<file path="src/rtl/wb_arbiter.sv">
// wb_arbiter: two-master round-robin arbiter for a shared 8-bit Wishbone-style
// slave bus, with a per-grant timeout that aborts a cycle the slave never acks.
//
// Ports
//   clk_i, rst_i                 clock, asynchronous active-high reset
//   m0_* / m1_*                  master 0 (external bus) / master 1 (sequencer):
//                                stb/we/adr/dat in, dat/ack/err out
//   stb_o, we_o, adr_o, dat_o    shared slave bus, driven from the granted master
//   dat_i, ack_i                 slave read data and acknowledge
//   gnt_o                        one-hot grant (bit0 = m0, bit1 = m1), 0 when idle
//
// state | meaning
// IDLE  | no owner; arbitrate between pending requests
// GNT0  | master 0 owns the slave bus
// GNT1  | master 1 owns the slave bus
module wb_arbiter #(
  parameter int TIMEOUT = 16
) (
  input  logic       clk_i,
  input  logic       rst_i,
  input  logic       m0_stb_i,
  input  logic       m0_we_i,
  input  logic [7:0] m0_adr_i,
  input  logic [7:0] m0_dat_i,
  output logic [7:0] m0_dat_o,
  output logic       m0_ack_o,
  output logic       m0_err_o,
  input  logic       m1_stb_i,
  input  logic       m1_we_i,
  input  logic [7:0] m1_adr_i,
  input  logic [7:0] m1_dat_i,
  output logic [7:0] m1_dat_o,
  output logic       m1_ack_o,
  output logic       m1_err_o,
  output logic       stb_o,
  output logic       we_o,
  output logic [7:0] adr_o,
  output logic [7:0] dat_o,
  input  logic [7:0] dat_i,
  input  logic       ack_i,
  output logic [1:0] gnt_o
);

  typedef enum logic [1:0] {IDLE, GNT0, GNT1} state_t;

  localparam logic [7:0] CNT_LAST = 8'(TIMEOUT - 1);

  state_t     state, state_nx;
  logic       last_gnt, last_gnt_nx;  // 1: m1 was granted last, so m0 wins a tie
  logic [7:0] cnt, cnt_nx;
  logic       expire;

  always_ff @(posedge clk_i or posedge rst_i) begin
    if (rst_i) begin
      state    <= IDLE;
      last_gnt <= 1'b1;
      cnt      <= 8'd0;
    end else begin
      state    <= state_nx;
      last_gnt <= last_gnt_nx;
      cnt      <= cnt_nx;
    end
  end

  always_comb begin
    state_nx    = state;
    last_gnt_nx = last_gnt;
    cnt_nx      = cnt;
    expire      = 1'b0;
    stb_o       = 1'b0;
    we_o        = 1'b0;
    adr_o       = 8'd0;
    dat_o       = 8'd0;
    gnt_o       = 2'b00;
    m0_ack_o    = 1'b0;
    m0_err_o    = 1'b0;
    m1_ack_o    = 1'b0;
    m1_err_o    = 1'b0;
    case (state)
      IDLE: begin
        cnt_nx = 8'd0;
        if (m0_stb_i && m1_stb_i)
          state_nx = last_gnt ? GNT0 : GNT1;
        else if (m0_stb_i)
          state_nx = GNT0;
        else if (m1_stb_i)
          state_nx = GNT1;
      end
      GNT0: begin
        // an ack in the final cycle wins over the timeout
        expire   = m0_stb_i && !ack_i && (cnt == CNT_LAST);
        gnt_o    = 2'b01;
        stb_o    = m0_stb_i && !expire;
        we_o     = m0_we_i;
        adr_o    = m0_adr_i;
        dat_o    = m0_dat_i;
        m0_ack_o = m0_stb_i && ack_i;
        m0_err_o = expire;
        if (!m0_stb_i || ack_i || (cnt == CNT_LAST)) begin
          state_nx    = IDLE;
          last_gnt_nx = 1'b0;
        end else begin
          cnt_nx = cnt + 8'd1;
        end
      end
      GNT1: begin
        expire   = m1_stb_i && !ack_i && (cnt == CNT_LAST);
        gnt_o    = 2'b10;
        stb_o    = m1_stb_i && !expire;
        we_o     = m1_we_i;
        adr_o    = m1_adr_i;
        dat_o    = m1_dat_i;
        m1_ack_o = m1_stb_i && ack_i;
        m1_err_o = expire;
        if (!m1_stb_i || ack_i || (cnt == CNT_LAST)) begin
          state_nx    = IDLE;
          last_gnt_nx = 1'b1;
        end else begin
          cnt_nx = cnt + 8'd1;
        end
      end
      default: state_nx = IDLE;
    endcase
  end

  // read data is broadcast; only the granted master sees an ack qualifying it
  assign m0_dat_o = rst_i ? 8'd0 : dat_i;
  assign m1_dat_o = rst_i ? 8'd0 : dat_i;

endmodule

</file>
<file path="config.mk">
export PLATFORM = sky130hd
export DESIGN_NAME = wb_arbiter
export DESIGN_NICKNAME = d
export VERILOG_FILES = /design/src/rtl/wb_arbiter.sv
export SDC_FILE = /design/constraint.sdc
export NUM_CORES = 1
export LEC_CHECK = 0
export ABC_AREA = 1
export CORE_MARGIN = 1.5
export CORE_UTILIZATION = 30
export DETAILED_ROUTE_END_ITERATION = 16
export PLACE_DENSITY = 0.75
export SYNTH_ARGS = -nofsm -noshare
export SYNTH_HDL_FRONTEND = slang
export SYNTH_SLANG_ARGS = --single-unit
</file>
<file path="constraint.sdc">
create_clock -name clk_i -period 1.69 [get_ports clk_i]
set_clock_uncertainty 0.05 [all_clocks]
set_input_delay 0.169 -clock clk_i [delete_from_list [all_inputs] [get_ports clk_i]]
set_output_delay 0.169 -clock clk_i [all_outputs]
set_load 0.01 [all_outputs]
</file>
==> results of run 1 <==
[cell usage in the layout, fill, tap and decap left out, types with 3 or more instances in the layout]
cell type	count
nand2_1	76
clkdlybuf4s50_1	61
buf_4	28
inv_1	26
nor2_1	25
buf_2	21
a21oi_1	11
nand3_1	10
dfrtp_1	9
a21oi_2	8
nand4_1	7
nand3_2	4
nor3_1	4
nand2_2	3
inv_2	3
ha_4	3
clkbuf_8	3
dlygate4sd2_1	3
buf_12	3
[layer usage]
layer / global-route usage [%] / up-vias / share of wire [%]
li1: - / 888 / -
met1: 24.3 / 747 / 45
met2: 29.9 / 33 / 52
met3: 3.13 / 2 / 3.2
met4: 2.50 / 0 / 0.47
met5: 0 / - / 0
[timing repair]
action                     4_1_cts  5_1_grt
cloned                           0        2
buffers inserted                 2        2
pin swaps                        0        4
resized for setup               95       21
setup endpoints to repair       40       22
[cell families after synthesis]
family                   count (synthesis)  share of synthesized area, %
AO/OA/AOI/OAI                           21                          9.53
AND/OR/NAND/NOR                        135                          47.0
adder cells (fa/ha/maj)                  6                          5.89
buffers and inverters                   45                          15.9
flip-flops                              11                          21.7
[per-stage QoR]
stage | worst slack (ns) | area, um^2 | utilization (%) | cells
detailed placement | -0.230 | 2350 | 58.3 | 366
CTS | -0.0809 | 2360 | 58.7 | 372
global route | -0.0387 | 2450 | 60.9 | 376
finish | 0.00953 | 2450 | 60.9 | 376
floorplan | 0.0550 | 1270 | - | 218
global placement | -0.165 | 2350 | 58.3 | 366
[final timing paths]
| check | start | end | slack (ns) | cells past startpoint |
|---|---|---|---|---|
| worst max-delay path | state[1] | stb_o | 0.01 | 6 |
| worst min-delay path | rst_i | cnt[2] | 0.16 | 2 |
| worst max register to register | state[1] | cnt[6] | 0.09 | 7 |
| worst min register to register | last_gnt | last_gnt | 0.42 | 2 |
| max in group asynchronous | rst_i | last_gnt | 1.09 | 2 |
| min in group clk_i | last_gnt | last_gnt | 0.42 | 2 |
[state kept, by name (all words and copies together) (netlist names)]
| name | flops |
|---|---|
| cnt | 8 |
| state | 2 |
| last_gnt | 1 |
[power by group through the flow]
stage | clock, mW | sequential, mW | combinational (mW)
after floorplan | 0 | 0.371 | 0.944
after global placement | 0 | 0.362 | 1.92
after detailed placement | 0 | 0.368 | 1.93
after CTS | 0.265 | 0.363 | 1.89
after global routing | 0.287 | 0.379 | 2.30
final | 0.266 | 0.372 | 2.12
[cell type report]
cell class                 instances  share of cell area, %
clock buffer                       4                   1.83
inverter                          30                   4.69
multi-input combinational        162                   36.1
sequential                        11                   11.3
tap                               50                   2.55
timing repair buffer             119                   43.5
==> metrics.md, run 1 <==
| Metric | Value |
|---|---|
| Outcome | `finished, final reports clean` |
| Clock share of power | `under 10%` |
| Crit Path Class | `flip-flop to output pin` |
| Synth Area per Inst | `5.84 um^2` |
| Setup tns final | `0 ns` |
| Critical-path top delay cell | `dfrtp_2` |
| Final min period | `~1.7 ns` |
| Most common cell in the netlist | `nand2_1` |
| DRC viols | `0` |
| Critical Path End Type | `output pin` |
| Clk buf depth | `2` |
| Pin count of the biggest net entering global routing | `24` |
| Grt ovf | `0` |
| Cell-internal power | `about 1.5 mW` |
| NetSw | `between 1 and 1.5 mW` |
| Most used DFF post-synth | `dfrtp_1` |
| Vias post-DR | `1670` |
| Worst Max-Slew Pin Slew | `between 0.4 and 0.5 ns` |
| Final setup fails | `0` |
| Multi-input gate area | `887 um^2` |
| HP Class | `input port to async pin` |
| Syn Nets | `271` |
| Top delay family on crit path | `buffers and inverters` |
| Post-Syn Area | `1270 um^2` |
| Post-synth top cells | `nand2_1, inv_1, nor2_1` |
| Initial Utilization | `about a third` |
| Kind of launch point of the worst setup path | `flip-flop` |
| Filler instances | `378` |
| CTS tree | `done` |
| Slew Limit Headroom | `about 70%` |
| Peak VDD IR | `1310 uV` |
| DR pass1 iterations | `5` |
| RSZ-0062 raised after global routing | `yes` |
| Wire per inst | `between 10 and 15 um` |
| Cell breakdown of the critical path | `buf_4 -> ha_4 -> buf_12 -> nand3_1 -> a21oi_1 -> buf_2` |
| Critical Path AT | `~1.5 ns` |
| CP max FO | `11` |
| CTS root buf | `clkbuf_8` |
| Max-cap violations | `0` |
| Gpl congestion | `approximately 0.76` |
| Leak pwr | `1.23 nW` |
| Post-synth EDFFs | `0` |
| H-tree levels | `1` |
| Initial antenna violation count | `0` |
| Post-Synthesis Cells | `~220` |
| Routed WL | `4.51 mm` |
| Die width | `68.2 um` |
| Logic pwr share | `76.8%` |
| Clock latency on the worst-skew pair | `0.24 ns` |
| Max Clock Freq | `0.595 GHz` |
| Sw Share | `a little under half` |
| Layout cells sized above 1 | `27.6%` |
| Register Area | `around 280 um^2` |
| Worst EP required | `1.47 ns` |
| P&R area growth vs syn | `92.7%` |
| Core area | `4030 um^2` |
| Seq/Total Area, Yosys | `21.7%` |
| Async set-reset flop share out of synthesis | `100%` |
| TritonCTS buffer count | `3` |
| Cell taking the most area after synthesis | `nand2_1` |
| Global-route wire length before repair | `roughly 6.4 mm` |
| Unique masters post-synth | `20` |
| Inserted Diodes | `0` |
| Full die area | `4650 um^2` |
| I/O Pins | `87` |
| Final nets | `380` |
| IO Port Bufs | `86` |
| Pwr dens | `1120 nW/um^2` |
| Hold Violations, Final | `0` |
| Site Rows | `23` |
| Detail Route Antenna Nets | `0` |
| Tot GR Track Use | `between 10% and 20%` |
| Dpl hpwl | `~3.3 mm` |
| Total power | `2.76 mW` |
| Slowest stage delay, CP | `0.40 ns` |
| Worst hold slack | `0.160 ns` |
| CTS Sinks | `11` |
| Critical path buffers and inverters | `3` |
| Synthesis-stage register bit count | `11` |
| Slew Limit Fails | `0` |
| Clock transition at path regs | `roughly 0.05 ns` |
| Yosys Warn Count | `0` |
| Synth top area share | `22.4%` |
| DR iter-0 viols | `106` |
| Final Cycle Share | `between 90% and 100%` |
| Vias in the first global route | `1419` |
| CTS Hold Bufs | `0` |
| Height of the die | `68.2 um` |
| Synth top area cells | `nand2_1, dfrtp_1, inv_1` |
| Post-DR vias/cell | `4.44` |
| Sequential share of power | `13.5%` |
No activity file was read; power rests on OpenSTA's default activity.
==> inputs of run 2 (changes only) <==
--- a/config.mk
+++ b/config.mk
@@ -6,7 +6,7 @@
 export NUM_CORES = 1
 export LEC_CHECK = 0
 export ABC_AREA = 1
-export CORE_MARGIN = 1.5
+export CORE_MARGIN = 5
 export CORE_UTILIZATION = 30
 export DETAILED_ROUTE_END_ITERATION = 16
 export PLACE_DENSITY = 0.75
==> constraint.sdc (replaced) <==
create_clock -name clk_i -period 1.88 [get_ports clk_i]
set_clock_uncertainty 0.05 [all_clocks]
set_input_delay 0.188 -clock clk_i [delete_from_list [all_inputs] [get_ports clk_i]]
set_output_delay 0.188 -clock clk_i [all_outputs]
set_load 0.01 [all_outputs]
==> run 2 against run 1 <==
- critical path depth unchanged
- non-clock buffer count fell by 5
- final cell count shrank 1.3%
- die area increased by 22%
- register-to-register slack improved by 0.20 ns
- sequential power down 13%
- via count fell by 2.8%
- worst setup slack better by 0.097 ns
- sequential share of layout area increased by 0.70 points
- final area fell by 6.3%
- critical path type unchanged
==> metrics.md, run 2 (synthesis gave the netlist of run 1 again) <==
| Metric | Value |
|---|---|
| Initial Utilization | `31.4% (-0.22 points)` |
| Post-DR vias/cell | `4.38 (-1.4%)` |
| DR pass1 iterations | `4 (-1)` |
| Global-route wire length before repair | `7.25 mm (+14%)` |
| Max Clock Freq | `0.564 GHz` |
| Inserted Diodes | `0 (unchanged)` |
| Final setup fails | `0 (unchanged)` |
| Worst slack at placement | `-0.0627 ns (+0.167 ns)` |
| RSZ-0062 raised after global routing | `yes` |
| Number of flip-flops in the largest register | `8 (unchanged)` |
| Slew Limit Fails | `0 (unchanged)` |
| Setup tns final | `0 ns (unchanged)` |
| DR iter-0 viols | `95 (-10%)` |
| Most frequent cells in the layout | `nand2_1, clkdlybuf4s50_1, inv_1` |
| H-tree levels | `1 (unchanged)` |
| Vias post-DR | `1624 (-2.8%)` |
| Final nets | `375 (-1.3%)` |
| Hold path cells | `2` |
| Core area | `4060 um^2 (+0.71%)` |
| Slew Limit Headroom | `69.8% (-0.35 points)` |
| Commonest non-fill, non-tap cell in the layout | `nand2_1` |
| Crit Path Class | `flip-flop to output pin` |
| Critical Path End Type | `output pin` |
| Pwr dens | `950 nW/um^2 (-15%)` |
| Initial antenna violation count | `0 (unchanged)` |
| Detail Route Antenna Nets | `0 (unchanged)` |
| Routed WL | `4.59 mm (+1.7%)` |
| Kind of launch point of the worst setup path | `flip-flop` |
| CTS Hold Bufs | `0 (unchanged)` |
| Clock transition at path regs | `0.05 ns (about the same)` |
| Peak VDD IR | `677 uV (-48%)` |
| Clock latency on the worst-skew pair | `0.24 ns (about the same)` |
| Worst R2R Path Depth | `10 (+3)` |
| Worst EP required | `1.64 ns (+0.17 ns)` |
| DRC viols | `0 (unchanged)` |
| HP Class | `flip-flop to flip-flop` |
| Top Registers | `cnt: 8 flops, state: 2 flops, last_gnt: 1 flops` |
| Die width | `75.2 um (+10%)` |
| Pin count of the biggest net entering global routing | `21 (-13%)` |
| Dpl hpwl | `3.80 mm (+15%)` |
| CTS root buf | `clkbuf_8` |
| Leak pwr | `1.18 nW (-4.0%)` |
| Tot GR Track Use | `16.2% (-1.6 points)` |
| Full die area | `5650 um^2 (+22%)` |
| Vias in the first global route | `1565 (+10%)` |
| Height of the die | `75.2 um (+10%)` |
| TritonCTS buffer count | `3 (unchanged)` |
| Wire per inst | `12.4 um (+3.1%)` |
| Max-cap violations | `0 (unchanged)` |
| Final worst slack | `0.107 ns (+0.0974 ns)` |
| Final Cycle Share | `94.3%` |
| Gpl congestion | `0.863 (+13%)` |
| IO Port Bufs | `86 (unchanged)` |
| Layout cells sized above 1 | `21.2% (-6.4 points)` |
| Critical Path AT | `1.54 ns (+0.08 ns)` |
| Grt ovf | `0 (unchanged)` |
| Final min period | `1.77 ns` |
| Clk buf depth | `2 (unchanged)` |
| Outcome | `finished, final reports clean` |
| Hold Violations, Final | `0 (unchanged)` |
| CTS tree | `done` |
| CP max FO | `20 (+9)` |
| CTS Sinks | `11 (unchanged)` |
| Site Rows | `23 (unchanged)` |
| Worst Max-Slew Pin Slew | `0.452 ns (+0.00529 ns)` |
| P&R area growth vs syn | `80.6%` |
| I/O Pins | `87 (unchanged)` |
| Top reg by flops | `cnt` |
run 2: cell types whose count changed in the layout (fill, tap and decap cells not counted), sizes merged:
cell           change
buf               -23
clkbuf            +16
clkdlybuf4s50      +2
dlygate4sd2        -1
dlymetal6s2s       +1
run 2: final cells by class:
type / instances / area (um^2)
multi-input combinational: 162 / 817
clock buffer: 4 / 45.0
tap: 50 / 62.6
inverter: 30 / 113
sequential: 11 / 277
fill: 387 / 1760
timing repair buffer: 114 / 987
run 2: metal layers:
| layer | GRT usage, % | wire [um] | up-vias | share of wire, % |
|---|---|---|---|---|
| met4 | 3.30 | 57 | 0 | 1.2 |
| li1 | - | - | 874 | - |
| met1 | 21.0 | 1970 | 714 | 43 |
| met2 | 27.6 | 2440 | 27 | 53 |
| met5 | 0 | 0 | - | 0 |
| met3 | 3.47 | 124 | 9 | 2.7 |
run 2: report_power, final:
part	switching [mW]	internal, mW	leakage (nW)	total [mW]
logic	0.885	0.735	1.01	1.62
clock network	0.0919	0.149	0.0228	0.241
registers	0.0305	0.294	0.146	0.324
total	1.01	1.18	1.18	2.19
run 2: what timing repair did:
action / CTS / global route
hold endpoints to repair: 0 / 0
endpoints found under the setup margin: 23 / 22
gates resized for setup: 32 / 40
buffers inserted: 1 / 0
run 2: critical path: stages (launching register included):
cell and delay [ns]:
dfrtp_1 0.39, inv_1 0.11, ha_2 0.21, buf_12 0.15, inv_1 0.07, nor2_1 0.09
dlygate4sd2_1 0.28
run 2: worst paths after layout:
check                         start       end  slack (ns)
max in group asynchronous     rst_i  last_gnt        0.99
min in group asynchronous     rst_i    cnt[5]        0.45
hold / removal             last_gnt  last_gnt        0.42
setup / recovery           state[0]  m1_err_o        0.11
hold reg to reg            last_gnt  last_gnt        0.42
setup reg to reg             cnt[0]    cnt[2]        0.29
run 2: per-stage QoR:
| step | util [%] | power [mW] | hold WS (ns) | area [um^2] | std cells |
|---|---|---|---|---|---|
| floorplan | - | 1.18 | 0.189 | 1270 | 218 |
| finish | 56.7 | 2.19 | 0.416 | 2300 | 371 |
| global placement | 57.2 | 2.00 | 0.405 | 2320 | 366 |
| detailed placement | 57.2 | 2.02 | 0.411 | 2320 | 366 |
| global route | 56.7 | 2.38 | 0.434 | 2300 | 371 |
| CTS | 58.5 | 2.24 | 0.420 | 2370 | 371 |
==> inputs of run 3 (changes only) <==
--- a/config.mk
+++ b/config.mk
@@ -9,6 +9,8 @@
 export CORE_MARGIN = 5
 export CORE_UTILIZATION = 30
 export DETAILED_ROUTE_END_ITERATION = 16
+export HOLD_SLACK_MARGIN = 0.03
+export MAX_ROUTING_LAYER = met4
 export PLACE_DENSITY = 0.75
 export SYNTH_ARGS = -nofsm -noshare
 export SYNTH_HDL_FRONTEND = slang
==> run 3 against run 2 <==
- power about the same
- die area stayed put
- final cell count unchanged
- critical path type unchanged
- largest power group unchanged
- highest routed layer unchanged
==> metrics.md, run 3 (synthesis gave the netlist of run 1 again) <==
| Metric | Value |
|---|---|
| Cell breakdown of the critical path | `inv_1 -> ha_2 -> buf_12 -> inv_1 -> nor2_1 -> dlygate4sd2_1` |
| Sequential share of power | `14.8% (about the same)` |
| RSZ-0062 raised after global routing | `yes` |
| DR pass1 iterations | `5 (+1)` |
| Met3 WL post-DR | `114 um (-8.1%)` |
| Top Registers | `cnt: 8 flops, state: 2 flops, last_gnt: 1 flops` |
| Pwr dens | `950 nW/um^2 (about the same)` |
| Initial antenna violation count | `0 (unchanged)` |
| Cell area after layout | `2300 um^2 (unchanged)` |
| Cell mode on critical path | `inv_1` |
| Max Clock Freq | `0.564 GHz (about the same)` |
| Final Cycle Share | `94.3% (about the same)` |
| Tot GR Track Use | `16.6% (+0.46 points)` |
| Final worst slack | `0.107 ns (+0.000210 ns)` |
| Pin count of the biggest net entering global routing | `21 (unchanged)` |
| Top delay family on crit path | `buffers and inverters` |
| Filler instances | `387 (unchanged)` |
| DRC viols | `0 (unchanged)` |
| Gpl congestion | `0.877 (+1.6%)` |
| Top reg by flops | `cnt` |
| Final setup fails | `0 (unchanged)` |
| Worst slack at placement | `-0.0627 ns (unchanged)` |
| Layout cells sized above 1 | `21.2% (unchanged)` |
| Inserted Diodes | `0 (unchanged)` |
| Routed wl met2 | `2.44 mm (+0.16%)` |
| Slew Limit Fails | `0 (unchanged)` |
| Worst Max-Slew Pin Slew | `0.452 ns (unchanged)` |
| Detail Route Antenna Nets | `0 (unchanged)` |
| Top routing layer used | `met4` |
| I/O Pins | `87 (unchanged)` |
| Final nets | `375 (unchanged)` |
| TritonCTS buffer count | `3 (unchanged)` |
| CTS root buf | `clkbuf_8` |
| Commonest non-fill, non-tap cell in the layout | `nand2_1` |
| HP Class | `flip-flop to flip-flop` |
| Initial Utilization | `31.4% (unchanged)` |
| Final min period | `1.77 ns (-0.000210 ns)` |
| Leak pwr | `1.18 nW (unchanged)` |
| Dpl hpwl | `3.80 mm (unchanged)` |
| Clock latency on the worst-skew pair | `0.24 ns (about the same)` |
| Slew Limit Headroom | `69.8% (unchanged)` |
| Sw Share | `46.1% (about the same)` |
| Core area | `4060 um^2 (unchanged)` |
| Clock share of power | `11.0% (about the same)` |
| Critical-path top delay cell | `dfrtp_1` |
| CTS Hold Bufs | `0 (unchanged)` |
| Height of the die | `75.2 um (unchanged)` |
| Vias in the first global route | `1566 (+0.064%)` |
| Slowest stage delay, CP | `0.39 ns (about the same)` |
| Die width | `75.2 um (unchanged)` |
| CTS Sinks | `11 (unchanged)` |
| NetSw | `1.01 mW (about the same)` |
| CTS tree | `done` |
| Site Rows | `23 (unchanged)` |
| Critical Path End Type | `output pin` |
| Clk buf depth | `2 (unchanged)` |
| Register Area | `277 um^2 (unchanged)` |
| P&R area growth vs syn | `80.6% (unchanged)` |
| Cell-internal power | `1.18 mW (unchanged)` |
| Post-DR vias/cell | `4.37 (-0.12%)` |
| Hold path cells | `2 (unchanged)` |
| Full die area | `5650 um^2 (unchanged)` |
| DR iter-0 viols | `87 (-8.4%)` |
| Critical Path AT | `1.53 ns (about the same)` |
| Crit Path Class | `flip-flop to output pin` |
| Peak VDD IR | `677 uV (about the same)` |
| Critical path buffers and inverters | `4 (unchanged)` |
| Finished Core Util | `56.7% (unchanged)` |
| Post-place instance area | `2320 um^2 (unchanged)` |
| Kind of launch point of the worst setup path | `flip-flop` |
| Wire per inst | `12.4 um (about the same)` |
| Worst EP required | `1.64 ns (about the same)` |
| Clock transition at path regs | `0.05 ns (about the same)` |
| Inst Count DP | `366 (unchanged)` |
| Levels on crit path | `6 (unchanged)` |
| CP max FO | `20 (unchanged)` |
| Vias post-DR | `1622 (-0.12%)` |
| Logic pwr share | `74.1% (about the same)` |
| IO Port Bufs | `86 (unchanged)` |
| Grt ovf | `0 (unchanged)` |
| Worst hold slack | `0.416 ns (unchanged)` |
| Max-cap violations | `0 (unchanged)` |
| Hold Violations, Final | `0 (unchanged)` |
| Routed WL | `4.59 mm (about the same)` |
| Worst R2R Path Depth | `10 (unchanged)` |
| Multi-input gate area | `817 um^2 (unchanged)` |
| Outcome | `finished, final reports clean` |
| Most frequent cells in the layout | `nand2_1, clkdlybuf4s50_1, inv_1` |
| H-tree levels | `1 (unchanged)` |
| Met1 WL | `1.98 mm (+0.41%)` |
| Non-filler cells, final | `371 (unchanged)` |
| Global-route wire length before repair | `7.24 mm (-0.18%)` |
| Number of flip-flops in the largest register | `8 (unchanged)` |
| Total power | `2.19 mW (about the same)` |
| Setup tns final | `0 ns (unchanged)` |
-- run 3: power groups by stage --
stage | Sequential (mW) | Clock [mW] | Combinational, mW
2_1_floorplan | 0.334 | 0 | 0.848
3_3_place_gp | 0.325 | 0 | 1.67
3_5_place_dp | 0.329 | 0 | 1.69
4_1_cts | 0.324 | 0.252 | 1.66
5_1_grt | 0.331 | 0.262 | 1.78
6_report | 0.324 | 0.241 | 1.62
-- run 3: path summary, 6_finish.rpt --
check                      startpoint  endpoint  slack (ns)
max reg2reg                    cnt[0]    cnt[2]        0.29
min reg2reg                  last_gnt  last_gnt        0.42
min in group asynchronous       rst_i    cnt[5]        0.45
max in group asynchronous       rst_i  last_gnt        0.99
max                          state[0]  m1_err_o        0.11
min                          last_gnt  last_gnt        0.42
-- run 3: cell type report --
| cell class | count | share of cell area [%] |
|---|---|---|
| multi-input combinational | 162 | 35.5 |
| tap | 50 | 2.72 |
| sequential | 11 | 12.0 |
| timing repair buffer | 114 | 42.9 |
| clock buffer | 4 | 1.96 |
| inverter | 30 | 4.89 |
-- run 3: worst reg2reg max path, stage by stage (launching register included) --
cell,delay (ns)
dfrtp_1,0.38
ha_1,0.23
nand3_2,0.11
buf_4,0.14
inv_2,0.03
nand3_2,0.06
nand2_2,0.07
nand2_4,0.13
nand3_4,0.13
nand2_1,0.09
nand2_1,0.06
-- run 3: per-layer routing --
metal	vias to the layer above	track usage (%)
met5	-	-
met4	0	3.30
met3	9	3.34
met2	25	27.7
met1	714	20.9
li1	874	-
-- run 3: timing repair --
action,CTS,global route
setup buffers,1,0
endpoints found under the setup margin,23,22
resized for setup,32,40
endpoints found under the hold margin,0,0
